`src/rtl/seq_det_rr_sched.sv`:
```
// Shared "101" sequence detector time-multiplexed across NCH serial channels.
// A round-robin arbiter picks one requesting channel per cycle; each channel keeps its own context and match counter.
module seq_det_rr_sched #(
  parameter  int NCH = 4,
  parameter  int CW  = 8,
  localparam int IW  = (NCH > 1) ? $clog2(NCH) : 1
) (
  input  logic              clk,
  input  logic              rst,
  input  logic              en,
  input  logic [NCH-1:0]    req,
  input  logic [NCH-1:0]    x,
  input  logic              clr,
  output logic [NCH-1:0]    gnt,
  output logic              det_valid,
  output logic [IW-1:0]     det_ch,
  output logic [NCH*CW-1:0] cnt_flat
);

  localparam logic [1:0] S0 = 2'd0;
  localparam logic [1:0] S1 = 2'd1;
  localparam logic [1:0] S2 = 2'd2;

  logic [1:0]    ctx_q [NCH];
  logic [1:0]    ctx_d [NCH];
  logic [CW-1:0] cnt_q [NCH];
  logic [CW-1:0] cnt_d [NCH];
  logic [IW-1:0] rr_q, rr_d;
  logic          det_valid_q, det_valid_d;
  logic [IW-1:0] det_ch_q, det_ch_d;

  logic          gnt_any;
  logic [IW-1:0] gnt_idx;
  logic [IW-1:0] cand;
  logic          match;

  // Search starts one past the last granted channel; idle channels cost no cycles.
  always_comb begin
    // NOTE: every variable gets a default before any branch so no latch is inferred.
    gnt_any = 1'b0;
    gnt_idx = '0;
    cand    = '0;
    if (rst && en) begin
      for (int k = 1; k <= NCH; k++) begin
        cand = IW'((int'(rr_q) + k) % NCH);
        if (!gnt_any && req[cand]) begin
          gnt_any = 1'b1;
          gnt_idx = cand;
        end
      end
    end
    gnt = '0;
    if (gnt_any) gnt[gnt_idx] = 1'b1;
  end

  always_comb begin
    ctx_d       = ctx_q;
    cnt_d       = cnt_q;
    rr_d        = rr_q;
    det_valid_d = 1'b0;
    det_ch_d    = det_ch_q;
    match       = 1'b0;

    if (gnt_any) begin
      rr_d = gnt_idx;
      case (ctx_q[gnt_idx])
        S0:      ctx_d[gnt_idx] = x[gnt_idx] ? S1 : S0;
        S1:      ctx_d[gnt_idx] = x[gnt_idx] ? S1 : S2;
        S2: begin
          ctx_d[gnt_idx] = x[gnt_idx] ? S1 : S0;
          match          = x[gnt_idx];
        end
        default: ctx_d[gnt_idx] = S0;
      endcase
    end

    if (match) begin
      det_valid_d = 1'b1;
      det_ch_d    = gnt_idx;
      if (cnt_q[gnt_idx] != '1) cnt_d[gnt_idx] = cnt_q[gnt_idx] + CW'(1);
    end

    // Clear wins over a same-cycle match: the granted bit is dropped, but the pointer still advances.
    if (clr) begin
      for (int i = 0; i < NCH; i++) begin
        ctx_d[i] = S0;
        cnt_d[i] = '0;
      end
      det_valid_d = 1'b0;
    end
  end

  // NOTE: sequential state uses non-blocking assignments so all flops sample pre-edge values.
  always_ff @(posedge clk or negedge rst) begin
    if (!rst) begin
      // NOTE: the per-channel context/counter arrays are reset element by element; they are flops, not RAM.
      for (int i = 0; i < NCH; i++) begin
        ctx_q[i] <= S0;
        cnt_q[i] <= '0;
      end
      rr_q        <= IW'(NCH - 1);
      det_valid_q <= 1'b0;
      det_ch_q    <= '0;
    end else begin
      for (int i = 0; i < NCH; i++) begin
        ctx_q[i] <= ctx_d[i];
        cnt_q[i] <= cnt_d[i];
      end
      rr_q        <= rr_d;
      det_valid_q <= det_valid_d;
      det_ch_q    <= det_ch_d;
    end
  end

  assign det_valid = det_valid_q;
  assign det_ch    = det_ch_q;

  for (genvar g = 0; g < NCH; g++) begin : g_cnt_flat
    assign cnt_flat[g*CW +: CW] = cnt_q[g];
  end

endmodule

```
`config.mk`:
```
export PLATFORM = sky130hd
export DESIGN_NAME = seq_det_rr_sched
export DESIGN_NICKNAME = d
export VERILOG_FILES = /design/src/rtl/seq_det_rr_sched.sv
export SDC_FILE = /design/constraint.sdc
export NUM_CORES = 1
export LEC_CHECK = 0
export ABC_AREA = 1
export CORE_MARGIN = 10
export CORE_UTILIZATION = 45
export DETAILED_ROUTE_END_ITERATION = 6
export DONT_BUFFER_PORTS = 1
export PLACE_DENSITY_LB_ADDON = 0.05
export SLEW_MARGIN = 0
export SYNTH_ARGS = -nofsm -noshare
export SYNTH_HDL_FRONTEND = slang
export SYNTH_SLANG_ARGS = --single-unit
```
`constraint.sdc`:
```
create_clock -name clk -period 3.84 [get_ports clk]
set_input_delay 0.384 -clock clk [delete_from_list [all_inputs] [get_ports clk]]
set_output_delay 0.384 -clock clk [all_outputs]
set_load 0.01 [all_outputs]
```
=== Word level (Yosys, flattened, before mapping) ===
Cells that the tools add are included.
W data, S select, Z words.

* $add $sub $neg: 5
* Magnitude comparators: 8
* Equality and inequality tests: 3
* Multiplexer cells: 51
* Bitwise logic cells: 3
* Reductions and logical operators: 15

{| class="wikitable"
|+ Operator list
! cell !! count
|-
| $mux W32 || 3
|-
| $mux W8 || 5
|-
| $bwmux W32 || 1
|-
| $mux W1 || 19
|-
| $mux W2 || 9
|-
| $bmux W8 S2 || 1
|-
| $bwmux W8 || 2
|-
| $demux W8 S2 || 1
|-
| $pmux W8 S2 || 1
|-
| $lt A2 B3 Y1 const B || 5
|-
| $bmux W1 S2 || 5
|-
| $add A8 B1 Y8 const B || 1
|-
| $and A8 B8 Y8 || 1
|-
| $ne A8 B8 Y1 const B || 1
|-
| $not A8 Y8 || 1
|-
| $logic_and A1 B1 Y1 || 6
|-
| $reduce_bool A2 Y1 || 3
|-
| $add A2 B1 Y2 const B || 2
|-
| $add A2 B2 Y2 const B || 2
|-
| $bmux W2 S2 || 1
|-
| $demux W2 S2 || 1
|-
| $mux W4 || 1
|-
| $ge A3 B3 Y1 const B || 1
|-
| $logic_not A1 Y1 || 3
|-
| other kinds (9) || 9
|}

* Bits in registers: 45
* Logic and storage cells: 96

=== Depth between registers and ports, before layout ===
Gate-level depths: netlist of run 1.

* Word-level depth: 27
* Depth in mapped cells: 26

=== Least setup slack after synthesis of run 1 ===
No wires, ideal clock.

* Path kind: register -> register
* Start: register rr_q[0]
* End: register cnt_q (netlist bit cnt_flat[3])
* Data arrival time: 2740 ps
* Data required time: 3723 ps
* Path slack: 983 ps
* Cell stages (with the launch flop): 24
* Path through: dfstp_2 buf_6 inv_6 nand2_1 nand2_2 nand2_1 nand2_1 a21oi_1 nand2_1 nand3_2 buf_6 buf_8 nand2_1 nand2_1 nand2_1 nand2_1 ha_1 inv_1 nor2_2 nand4_4 nand2_8 nor2_4 nand2_1 nand2_1

* Longest elaborated chain between the ends: 26
* Elaborated cells between the ends (all ways): 57
* Those cells by class: 5 x add/sub; 2 x order compare; 2 x eq/ne; 37 x mux; 1 x bitwise; 10 x reduce/logical

{| class="wikitable"
|+ Ends and longest elaborated chain
! what !! RTL line !! source
|-
| start: declaration || 28 || <nowiki>logic [IW-1:0] rr_q, rr_d;</nowiki>
|-
| start signal: assignment || 101 || <nowiki>rr_q <= IW'(NCH - 1);</nowiki>
|-
| start signal: assignment || 109 || <nowiki>rr_q <= rr_d;</nowiki>
|-
| $add A2 B1 Y2 || 45 || <nowiki>cand = IW'((int'(rr_q) + k) % NCH);</nowiki>
|-
| $bmux W1 S2 || 46 || <nowiki>if (!gnt_any && req[cand]) begin</nowiki>
|-
| $mux W1 (implied by the code) || 46 ||
|-
| $mux W1 || 46 ||
|-
| $mux W1 || 43 || <nowiki>if (rst && en) begin</nowiki>
|-
| $logic_not A1 Y1 || 46 ||
|-
| $logic_and A1 B1 Y1 || 46 ||
|-
| $mux W1 || 46 ||
|-
| (+10 left out) || - ||
|-
| $bmux W8 S2, or another cell as far along || 80 || <nowiki>if (cnt_q[gnt_idx] != '1) cnt_d[gnt_idx] = cnt_q[gnt_idx] + CW'(1);</nowiki>
|-
| $mux W8 (implied by the code), or another cell as far along || 80 ||
|-
| $mux W8 (implied by the code) or $mux W2 (tied branches) || 80, 66 ||
|-
| $add A8 B1 Y8, or another cell as far along || 80 ||
|-
| $bwmux W32 or $mux W1 (tied branches) || 80, 66 ||
|-
| $mux W32 or $mux W1 (tied branches) || 80, 64 ||
|-
| $mux W32 or $reduce_bool A2 Y1 (tied branches) || - ||
|-
| $mux W32 or $reduce_and A2 Y1 (tied branches) || - ||
|-
| end signal: indexed assignment || 107 || <nowiki>cnt_q[i] <= cnt_d[i];</nowiki>
|-
| end: declaration || 26 || <nowiki>logic [CW-1:0] cnt_q [NCH];</nowiki>
|}

Parallel ways exist; a longest one is shown, timed or not. The select of a mux whose other input is x is not followed.
A chain may end at the register's enable or synchronous reset.

=== Worst setup path after layout of run 1 ===
* Start: register rr_q[0]
* End: register cnt_q (netlist bit cnt_flat[16])

The elaborated chain is that of the path after synthesis.

==> results of run 1 <==
==> cell families after synthesis <==
| group | Yosys count |
|---|---|
| AND/OR/NAND/NOR | 306 |
| buffers and inverters | 74 |
| flip-flops | 45 |
| AO/OA/AOI/OAI | 25 |
| XOR/XNOR | 3 |
| adder cells (fa/ha/maj) | 1 |
==> path summary, 6_finish.rpt <==
path | startpoint | to | depth (start not counted)
min reg2reg | ctx_q[0]$_DFFE_PN0P_ | ctx_q[0]$_DFFE_PN0P_ | 2
max | rr_q[0]$_DFFE_PN1P_ | cnt_flat[16]$_DFFE_PN0P_ | 20
max in group asynchronous | rst | rr_q[0]$_DFFE_PN1P_ | 2
min | clr | ctx_q[2]$_DFFE_PN0P_ | 1
max reg2reg | rr_q[0]$_DFFE_PN1P_ | cnt_flat[16]$_DFFE_PN0P_ | 20
min in group asynchronous | rst | ctx_q[5]$_DFFE_PN0P_ | 2
==> sequential cells by signal, indices dropped and copies added, names as in the netlist <==
name       flops
cnt_flat      32
ctx_q          8
det_ch         2
det_valid      1
rr_q           2
==> synthesized netlist by cell type, drive strengths merged <==
master,n,share of area (%)
o22ai,2,0.41
xor2,2,0.57
ha,1,0.41
inv,63,7.9
nand4,15,3.5
dfstp,2,1.7
o21ai,13,2.1
clkbuf,2,0.24
nor2,29,5.7
or2,1,0.20
dfrtp,43,35
xnor2,1,0.29
a31oi,1,0.20
nand3,27,6.4
buf,8,2.4
nand3b,1,0.24
clkinv,1,0.16
o21bai,1,0.24
nand2,233,31
a21oi,8,1.3
==> per-layer routing <==
| layer | global-route usage (%) | wire length (um) |
|---|---|---|
| met1 | 19.9 | 3660 |
| met2 | 29.0 | 4270 |
| met5 | 0 | 0 |
| met3 | 4.16 | 485 |
| met4 | 4.01 | 93 |
==> cell type report <==
cell class | instances | area (um2)
Inverter | 64 | 246
Timing Repair Buffer | 7 | 75.1
Clock buffer | 6 | 82.6
Sequential cell | 45 | 1130
Multi-Input combinational cell | 335 | 1620
Tap cell | 80 | 100
Clock inverter | 1 | 7.51
Fill cell | 711 | 3460
==> report_power, final <==
part,switching [uW],internal (uW)
clock network,169,143
registers,150,583
logic,962,406
total,1280,1130
==> metrics by stage <==
| stage | power (uW) | cells | hold slack, ns |
|---|---|---|---|
| floorplan | 1790 | 454 | 0.0884 |
| global placement | 2100 | 529 | 0.0907 |
| detailed placement | 2100 | 529 | 0.0907 |
| CTS | 2440 | 538 | 0.124 |
| global route | 2640 | 538 | 0.122 |
| finish | 2410 | 538 | 0.131 |
==> qor.txt, run 1 <==
post-layout util: 48.5%
final global-route overflow total: 0
adder-cell area share of the yosys netlist: 0.407%
initial antenna violation count: 0
DRT Pass-1 Iters: 4
P per Cell Area: 741 nW/um2
CP Class: flop to flop
Max Fclk: 309 MHz
Placed Area: 3130 um2
CTS tree: done
die width: 103 um
final period utilization: 84.2%
row count: 30
final WL: 8510 um
DR DRC count: 0
post-cts sizing count: 0
crit path DAT: 3.41 ns
Netlist cell types: 33
RSZ-0062 raised after global routing: false
Synth Cell Area: 3070 um2
largest family of logic cells by synthesized area: simple AND/OR/NAND/NOR gates
WL per Instance: 15.8 um
CP top delay family: simple AND/OR/NAND/NOR gates
post-synthesis simple-gate area fraction: 47.0%
HPWL Detailed: 6380 um
H-tree depth: 2
pre-CTS WS: 0.610 ns
worst endpoint required time: 4.01 ns
Layout Nets: 471
yosys warns: 0
setup tns final: 0 ns
CP startpoint kind: flop
clock-pin slew on the worst setup and hold paths: 0.09 ns
Final Hold Fails: 0
Total GRT Usage: 16.6%
root buffer cell: clkbuf_8
sequential area share after synthesis: 36.7%
GPL Wtd Cong: 0.914
via count: 2675
Critical Path Sink Type: flop
Inserted Clock Buffers: 5
first-pass GRT wire length: 13800 um
Worst Max-Slew Pin Slew: 0.411 ns
slowest cell delay on critical path: 0.64 ns
vias in the first global route: 2644
R2R setup slack: 0.61 ns
final setup fails: 0
Core Box Area: 6720 um2
syn_nets: 467
Max-Cap Viols: 0
layout cells sized above 1: 11.6%
Synth Register Bits: 45
DRT iter0 DRCs: 117
Ports: 51
CTS Buffer Depth: 2
Die Footprint: 10500 um2
Rel. slew slack: 72.5%
CP Cell Sequence: inv_6 > nand2_2 > nand2_2 > nand2_4 > nand2_4 > nor2_4 > nand3_2 > nand2_2 > inv_1 > nor2_4 > nand2_1 > nand2_1 > nand2_1 > nand2_1 > ha_1 > inv_1 > nor2_2 > nand4_4 > nand3_1 > o21ai_0
critical path peak fanout: 10
outcome: complete, no violations
hold crit path type: input pin to flop
Worst-Skew Late Latency: 0.30 ns
post-route cell area: 3260 um2
commonest cells after routing, fill and taps aside: 217 x nand2_1, 60 x inv_1, 43 x dfrtp_1
xor/xnor share of the synthesized area: 0.855%
min cycle time layout: 3.23 ns
final setup margin: 0.606 ns
clk sinks: 45
Post-Syn Area per Cell: 6.77 um2
CP max-delay cell: dfstp_2
worst vdd ir: 0.236 mV
diodes inserted: 0
Die Ht: 103 um
worst-case clock skew: 0.00923 ns
CP most frequent cell: nand2_1
initial core utilization: 45.7%
post-CTS setup repair buffer count: 0
PortBufs: 0
Max Transition Viols Final: 0
ANT nets after route: 0
CTS Hold Bufs: 2
mux share of post-synthesis cell area: 0%
drt via density: 4.97
most common cell after layout, fill and taps aside: nand2_1
Layout Area Growth over Synthesis: 5.94%
leakage: 0.00173 uW
post-synthesis compound-gate area fraction: 4.28%
Syn Inst Count: 454
largest net degree at the start of global routing: 46
Buf/Inv on CP: 3
(Power assumes the default switching activity.)
==> run 2, diff against run 1 <==
- clock period: 3.84 -> 3 ns (I/O delays scaled with it)
==> run 2 against run 1 <==
  * First-iteration DRC count is 18% lower
  * Register-to-register slack worse by 0.57 ns
  * Critical path depth is 3 higher
  * Setup slack worse by 0.57 ns
  * Largest power group unchanged
  * Maximum frequency is 9.2% higher
  * Combinational power is 83% higher
  * Cell count is 6.9% higher
==> qor.txt, run 2 (same netlist as run 1, synthesis figures left out) <==
Buf/Inv on CP: 4 (+1)
DR DRC count: 0 (unchanged)
leakage: 0.00199 uW (+15%)
Final Hold Fails: 0 (unchanged)
die width: 103 um (unchanged)
critical path peak fanout: 8 (-2)
final setup fails: 0 (unchanged)
CP Class: flop to flop
layout cells sized above 1: 29.3% (+18 points)
Worst Max-Slew Pin Slew: 0.369 ns (-0.0420 ns)
P per Cell Area: 998 nW/um2 (+35%)
max reg flops: 32 (unchanged)
Core Box Area: 6720 um2 (unchanged)
Die Ht: 103 um (unchanged)
CP Cell Sequence: clkinv_4 > nand2_2 > nand2_4 > nand2_4 > nand2_4 > nor2_4 > nand3_2 > nand2_4 > nand3_4 > buf_6 > nand2_2 > nand2_2 > nand2_2 > nand2_2 > ha_4 > inv_4 > nor2_4 > nand4_4 > nand2_8 > buf_12 > nor2_4 > nand2_1 > nand2_1
CP top delay family: simple AND/OR/NAND/NOR gates
crit path from: rr_q[0]$_DFFE_PN1P_
clk sinks: 45 (unchanged)
DRT iter0 DRCs: 96 (-18%)
setup tns final: 0 ns (unchanged)
final WL: 9230 um (+8.5%)
initial core utilization: 45.7% (unchanged)
Layout Area Growth over Synthesis: 25.3%
R2R setup slack: 0.04 ns (-0.57 ns)
pre-CTS WS: -0.0547 ns (-0.664 ns)
# fillers: 656 (-7.7%)
initial antenna violation count: 0 (unchanged)
via count: 2953 (+10%)
R2R cell count: 23 (+15%)
reg2reg start: rr_q[0]$_DFFE_PN1P_
Rel. slew slack: 75.4% (+2.9 points)
Critical Path Sink Type: flop
Total GRT Usage: 17.2% (+0.58 points)
vias in the first global route: 2808 (+6.2%)
Placed Area: 3200 um2 (+2.4%)
Power, Total: 3840 uW (+59%)
final global-route overflow total: 0 (unchanged)
CP most frequent cell: nand2_2
CP startpoint kind: flop
Inserted Clock Buffers: 5 (unchanged)
GPL Wtd Cong: 0.914 (about the same)
Layout Nets: 508 (+7.9%)
post-layout util: 57.3% (+8.8 points)
CTS tree: done
ANT nets after route: 0 (unchanged)
row count: 30 (unchanged)
min cycle time layout: 2.96 ns (-0.271 ns)
Hold Crit Start: clr
Max Transition Viols Final: 0 (unchanged)
worst vdd ir: 0.433 mV (+84%)
Ports: 51 (unchanged)
slowest cell delay on critical path: 0.59 ns (-0.05 ns)
Max-Cap Viols: 0 (unchanged)
worst-case clock skew: 0.00718 ns (-0.00205 ns)
final setup margin: 0.0370 ns (-0.569 ns)
Die Footprint: 10500 um2 (unchanged)
root buffer cell: clkbuf_8
commonest cells after routing, fill and taps aside: 176 x nand2_1, 57 x inv_1, 43 x nand2_2, 43 x dfrtp_1, 30 x buf_4
Worst-Skew Late Latency: 0.31 ns (about the same)
outcome: complete, no violations
largest net degree at the start of global routing: 46 (unchanged)
Worst Hold Path EP: ctx_q[4]$_DFFE_PN0P_
diodes inserted: 0 (unchanged)
hold crit path type: input pin to flop
worst endpoint required time: 3.25 ns (-0.76 ns)
H-tree depth: 2 (unchanged)
PortBufs: 0 (unchanged)
WL per Instance: 16.0 um (+1.5%)
HPWL Detailed: 6520 um (+2.2%)
drt via density: 5.14 (+3.3%)
DRT Pass-1 Iters: 4 (unchanged)
Max Fclk: 337 MHz (+9.2%)
first-pass GRT wire length: 14300 um (+3.0%)
Hold Path Depth: 1 (unchanged)
post-route cell area: 3850 um2 (+18%)
clock-pin slew on the worst setup and hold paths: 0.09 ns (about the same)
final period utilization: 98.8% (+15 points)
most common cell after layout, fill and taps aside: nand2_1
CP max-delay cell: dfstp_2
CTS Buffer Depth: 2 (unchanged)
worst r2r dst: cnt_flat[27]$_DFFE_PN0P_
RSZ-0062 raised after global routing: true
crit path DAT: 3.21 ns (-0.20 ns)
==> run 2: worst register-to-register path, stage by stage (launching register included) <==
cell and delay, ns:
dfstp_2 0.59, clkinv_4 0.11, nand2_2 0.11, nand2_4 0.07, nand2_4 0.08, nand2_4 0.07, nor2_4 0.13, nand3_2 0.11
nand2_4 0.12, nand3_4 0.13, buf_6 0.18, nand2_2 0.05, nand2_2 0.05, nand2_2 0.05, nand2_2 0.07, ha_4 0.17
inv_4 0.06, nor2_4 0.04, nand4_4 0.15, nand2_8 0.09, buf_12 0.13, nor2_4 0.20, nand2_1 0.09, nand2_1 0.06
==> run 2: layer usage <==
| metal | vias to the layer above | track usage [%] | wire length, um | share of wire, % |
|---|---|---|---|---|
| met3 | 15 | 4.02 | 560 | 6.1 |
| met1 | 1398 | 20.4 | 3670 | 40 |
| met4 | 0 | 5.31 | 197 | 2.1 |
| met5 | - | 0 | 0 | 0 |
| met2 | 71 | 30.1 | 4800 | 52 |
| li1 | 1469 | - | - | - |
==> run 2: final cells by class <==
cell class	count	area, um2	share of cell area, %
clock buffers	6	82.6	2.14
clock inverters	1	7.51	0.195
inverters	64	249	6.47
multi-input cells	335	1840	47.8
flip-flops and latches	45	1130	29.3
well taps	80	100	2.60
repair buffers	44	442	11.5
==> run 2: power by group <==
group	total, uW	switching (uW)	internal (uW)
sequential	932	187	745
combinational	2510	1530	983
clock	400	217	182
total	3840	1930	1910
==> run 2: how the worst max path moves through the flow <==
stage | end | cells past startpoint | slack (ns)
2_1_floorplan | cnt_flat[3]$_DFFE_PN0P_ | 23 | 0.14
3_3_place_gp | cnt_flat[13]$_DFFE_PN0P_ | 21 | -0.004
3_5_place_dp | cnt_flat[5]$_DFFE_PN0P_ | 21 | -0.05
4_1_cts | cnt_flat[18]$_DFFE_PN0P_ | 21 | 0.02
5_1_grt | cnt_flat[31]$_DFFE_PN0P_ | 23 | -0.16
6_report | cnt_flat[27]$_DFFE_PN0P_ | 23 | 0.04
==> run 2: per-stage QoR <==
step	hold slack [ns]	cells
6_report	0.0464	575
5_1_grt	0.0328	575
4_1_cts	0.0389	549
3_5_place_dp	0.00704	539
3_3_place_gp	0.00684	539
2_1_floorplan	0.00441	454
==> run 2: repair_timing <==
| action | CTS | global route |
|---|---|---|
| cloned | 0 | 1 |
| hold buffers | 2 | 0 |
| hold endpoints to repair | 45 | 0 |
| pin swaps | 1 | 41 |
| setup endpoints to repair | 24 | 32 |
| setup buffers | 1 | 25 |
| gates resized for setup | 0 | 86 |
==> run 3, diff against run 2 <==
- TNS_END_PERCENT: default -> 20
==> run 3 against run 2 <==
  * Maximum frequency grew 0.45%
  * Cell area is 1.3% lower
  * Via count fell by 1.3%
  * Global-route usage is the same
  * Critical path depth is the same
  * Sequential cell count unchanged
  * Die area unchanged
  * Power fell by 1.9%
  * Critical path type unchanged
  * Critical endpoint unchanged
  * Highest routed layer unchanged
==> qor.txt, run 3 (same netlist as run 1, synthesis figures left out) <==
largest net degree at the start of global routing: 46 (unchanged)
commonest cells after routing, fill and taps aside: 187 x nand2_1, 57 x inv_1, 43 x dfrtp_1
Power, Total: 3770 uW (-1.9%)
crit path DAT: 3.20 ns (about the same)
RSZ-0062 raised after global routing: true
highest metal used: met4
slowest cell delay on critical path: 0.59 ns (about the same)
first-pass GRT wire length: 14300 um (unchanged)
vias in the first global route: 2808 (unchanged)
CTS tree: done
most common cell after layout, fill and taps aside: nand2_1
reg2reg start: rr_q[0]$_DFFE_PN1P_
Die Footprint: 10500 um2 (unchanged)
CP max-delay cell: dfstp_2
via count: 2914 (-1.3%)
Rel. slew slack: 75.1% (-0.24 points)
DR DRC count: 0 (unchanged)
row count: 30 (unchanged)
outcome: complete, no violations
final global-route overflow total: 0 (unchanged)
CP most frequent cell: nand2_1
CTS Buffer Depth: 2 (unchanged)
GPL Wtd Cong: 0.914 (unchanged)
max reg flops: 32 (unchanged)
Buf/Inv on CP: 5 (+1)
Ports: 51 (unchanged)
Max Transition Viols Final: 0 (unchanged)
met1 wire length: 3610 um (-1.5%)
WL per Instance: 16.0 um (-0.50%)
R2R cell count: 23 (unchanged)
hold_ws: 0.0485 ns (+0.00213 ns)
ANT nets after route: 0 (unchanged)
Detail Route met2 WL: 4760 um (-0.90%)
HPWL Detailed: 6520 um (unchanged)
Total GRT Usage: 17.2% (unchanged)
Worst Hold Path EP: ctx_q[4]$_DFFE_PN0P_
Hold Path Depth: 1 (unchanged)
Hold Crit Start: clr
Die Ht: 103 um (unchanged)
initial core utilization: 45.7% (unchanged)
worst endpoint required time: 3.25 ns (about the same)
PortBufs: 0 (unchanged)
min cycle time layout: 2.95 ns (-0.0134 ns)
final WL: 9160 um (-0.67%)
Final Hold Fails: 0 (unchanged)
final setup fails: 0 (unchanged)
layout cells sized above 1: 26.9% (-2.4 points)
DRT Pass-1 Iters: 4 (unchanged)
Layout Area Growth over Synthesis: 23.7%
P per Cell Area: 992 nW/um2 (-0.59%)
R2R setup slack: 0.05 ns (about the same)
Layout Nets: 507 (-0.20%)
clock-pin slew on the worst setup and hold paths: 0.09 ns (about the same)
root buffer cell: clkbuf_8
worst r2r dst: cnt_flat[27]$_DFFE_PN0P_
CP startpoint kind: flop
CP Class: flop to flop
H-tree depth: 2 (unchanged)
Critical Path Sink Type: flop
Max-Cap Viols: 0 (unchanged)
Inserted Clock Buffers: 5 (unchanged)
critical path peak fanout: 8 (unchanged)
Core Box Area: 6720 um2 (unchanged)
worst-case clock skew: 0.00860 ns (+0.00142 ns)
hold crit path type: input pin to flop
worst vdd ir: 0.436 mV (+0.67%)
leakage: 0.00197 uW (-1.1%)
die width: 103 um (unchanged)
final period utilization: 98.3% (-0.45 points)
diodes inserted: 0 (unchanged)
CP top delay family: simple AND/OR/NAND/NOR gates
Max Fclk: 339 MHz (+0.45%)
drt via density: 5.08 (-1.1%)
area occupied by multi-input gates: 1800 um2 (-2.3%)
storage element area: 1130 um2 (unchanged)
CP Cell Sequence: clkinv_4 > nand2_2 > nand2_2 > nand2_4 > nand2_4 > nor2_4 > nand3_2 > nand2_4 > buf_8 > nand4_1 > nand2_1 > nand2_1 > nand2_2 > inv_2 > ha_4 > inv_4 > nor2_4 > nand4_4 > nand2_8 > buf_12 > nor2_4 > nand2_1 > nand2_1
clk sinks: 45 (unchanged)
Worst Max-Slew Pin Slew: 0.373 ns (+0.00354 ns)
# fillers: 650 (-0.91%)
initial antenna violation count: 0 (unchanged)
metal3 WL: 589 um (+5.2%)
DRT iter0 DRCs: 88 (-8.3%)
Worst-Skew Late Latency: 0.31 ns (about the same)
-- run 3: layout make-up --
type / instances / share of cell area, %
multi-input cells: 335 / 47.3
well taps: 80 / 2.63
inverters: 64 / 6.55
repair buffers: 43 / 11.4
flip-flops and latches: 45 / 29.7
clock buffers: 6 / 2.17
clock inverters: 1 / 0.198
-- run 3: repair_timing --
item,4_1_cts,5_1_grt
setup buffers,1,24
pin swaps,1,39
endpoints found under the setup margin,24,32
gates resized for setup,0,73
hold buffers,2,0
gates cloned,0,1
endpoints found under the hold margin,45,0
-- run 3: worst max-delay path by stage --
stage / cells past startpoint / end / start
floorplan: 23 / cnt_flat[3]$_DFFE_PN0P_ / rr_q[0]$_DFFE_PN1P_
global placement: 21 / cnt_flat[13]$_DFFE_PN0P_ / rr_q[0]$_DFFE_PN1P_
detailed placement: 21 / cnt_flat[5]$_DFFE_PN0P_ / rr_q[0]$_DFFE_PN1P_
CTS: 21 / cnt_flat[18]$_DFFE_PN0P_ / rr_q[0]$_DFFE_PN1P_
global route: 21 / cnt_flat[31]$_DFFE_PN0P_ / rr_q[0]$_DFFE_PN1P_
finish: 23 / cnt_flat[27]$_DFFE_PN0P_ / rr_q[0]$_DFFE_PN1P_
-- run 3: through the flow --
step           std cells  setup WS [ns]  setup TNS (ns)  util [%]  cell area, um2
4_1_cts              549         0.0185               0      49.9            3350
5_1_grt              574         -0.157           -2.84      56.6            3800
3_3_place_gp         539       -0.00417        -0.00785      47.7            3200
6_report             574         0.0504               0      56.6            3800
3_5_place_dp         539        -0.0547          -0.335      47.7            3200
2_1_floorplan        454          0.143               0         -            3070
-- run 3: per-layer routing --
layer,global-route usage [%],up-vias
met5,0,-
met3,4.02,15
met4,5.31,0
met1,20.4,1359
li1,-,1471
met2,30.1,69
-- run 3: power breakdown --
part           internal (uW)  total, uW  switching (uW)
registers                745        930             185
clock network            182        399             217
logic                    954       2440            1490
total                   1880       3770            1890
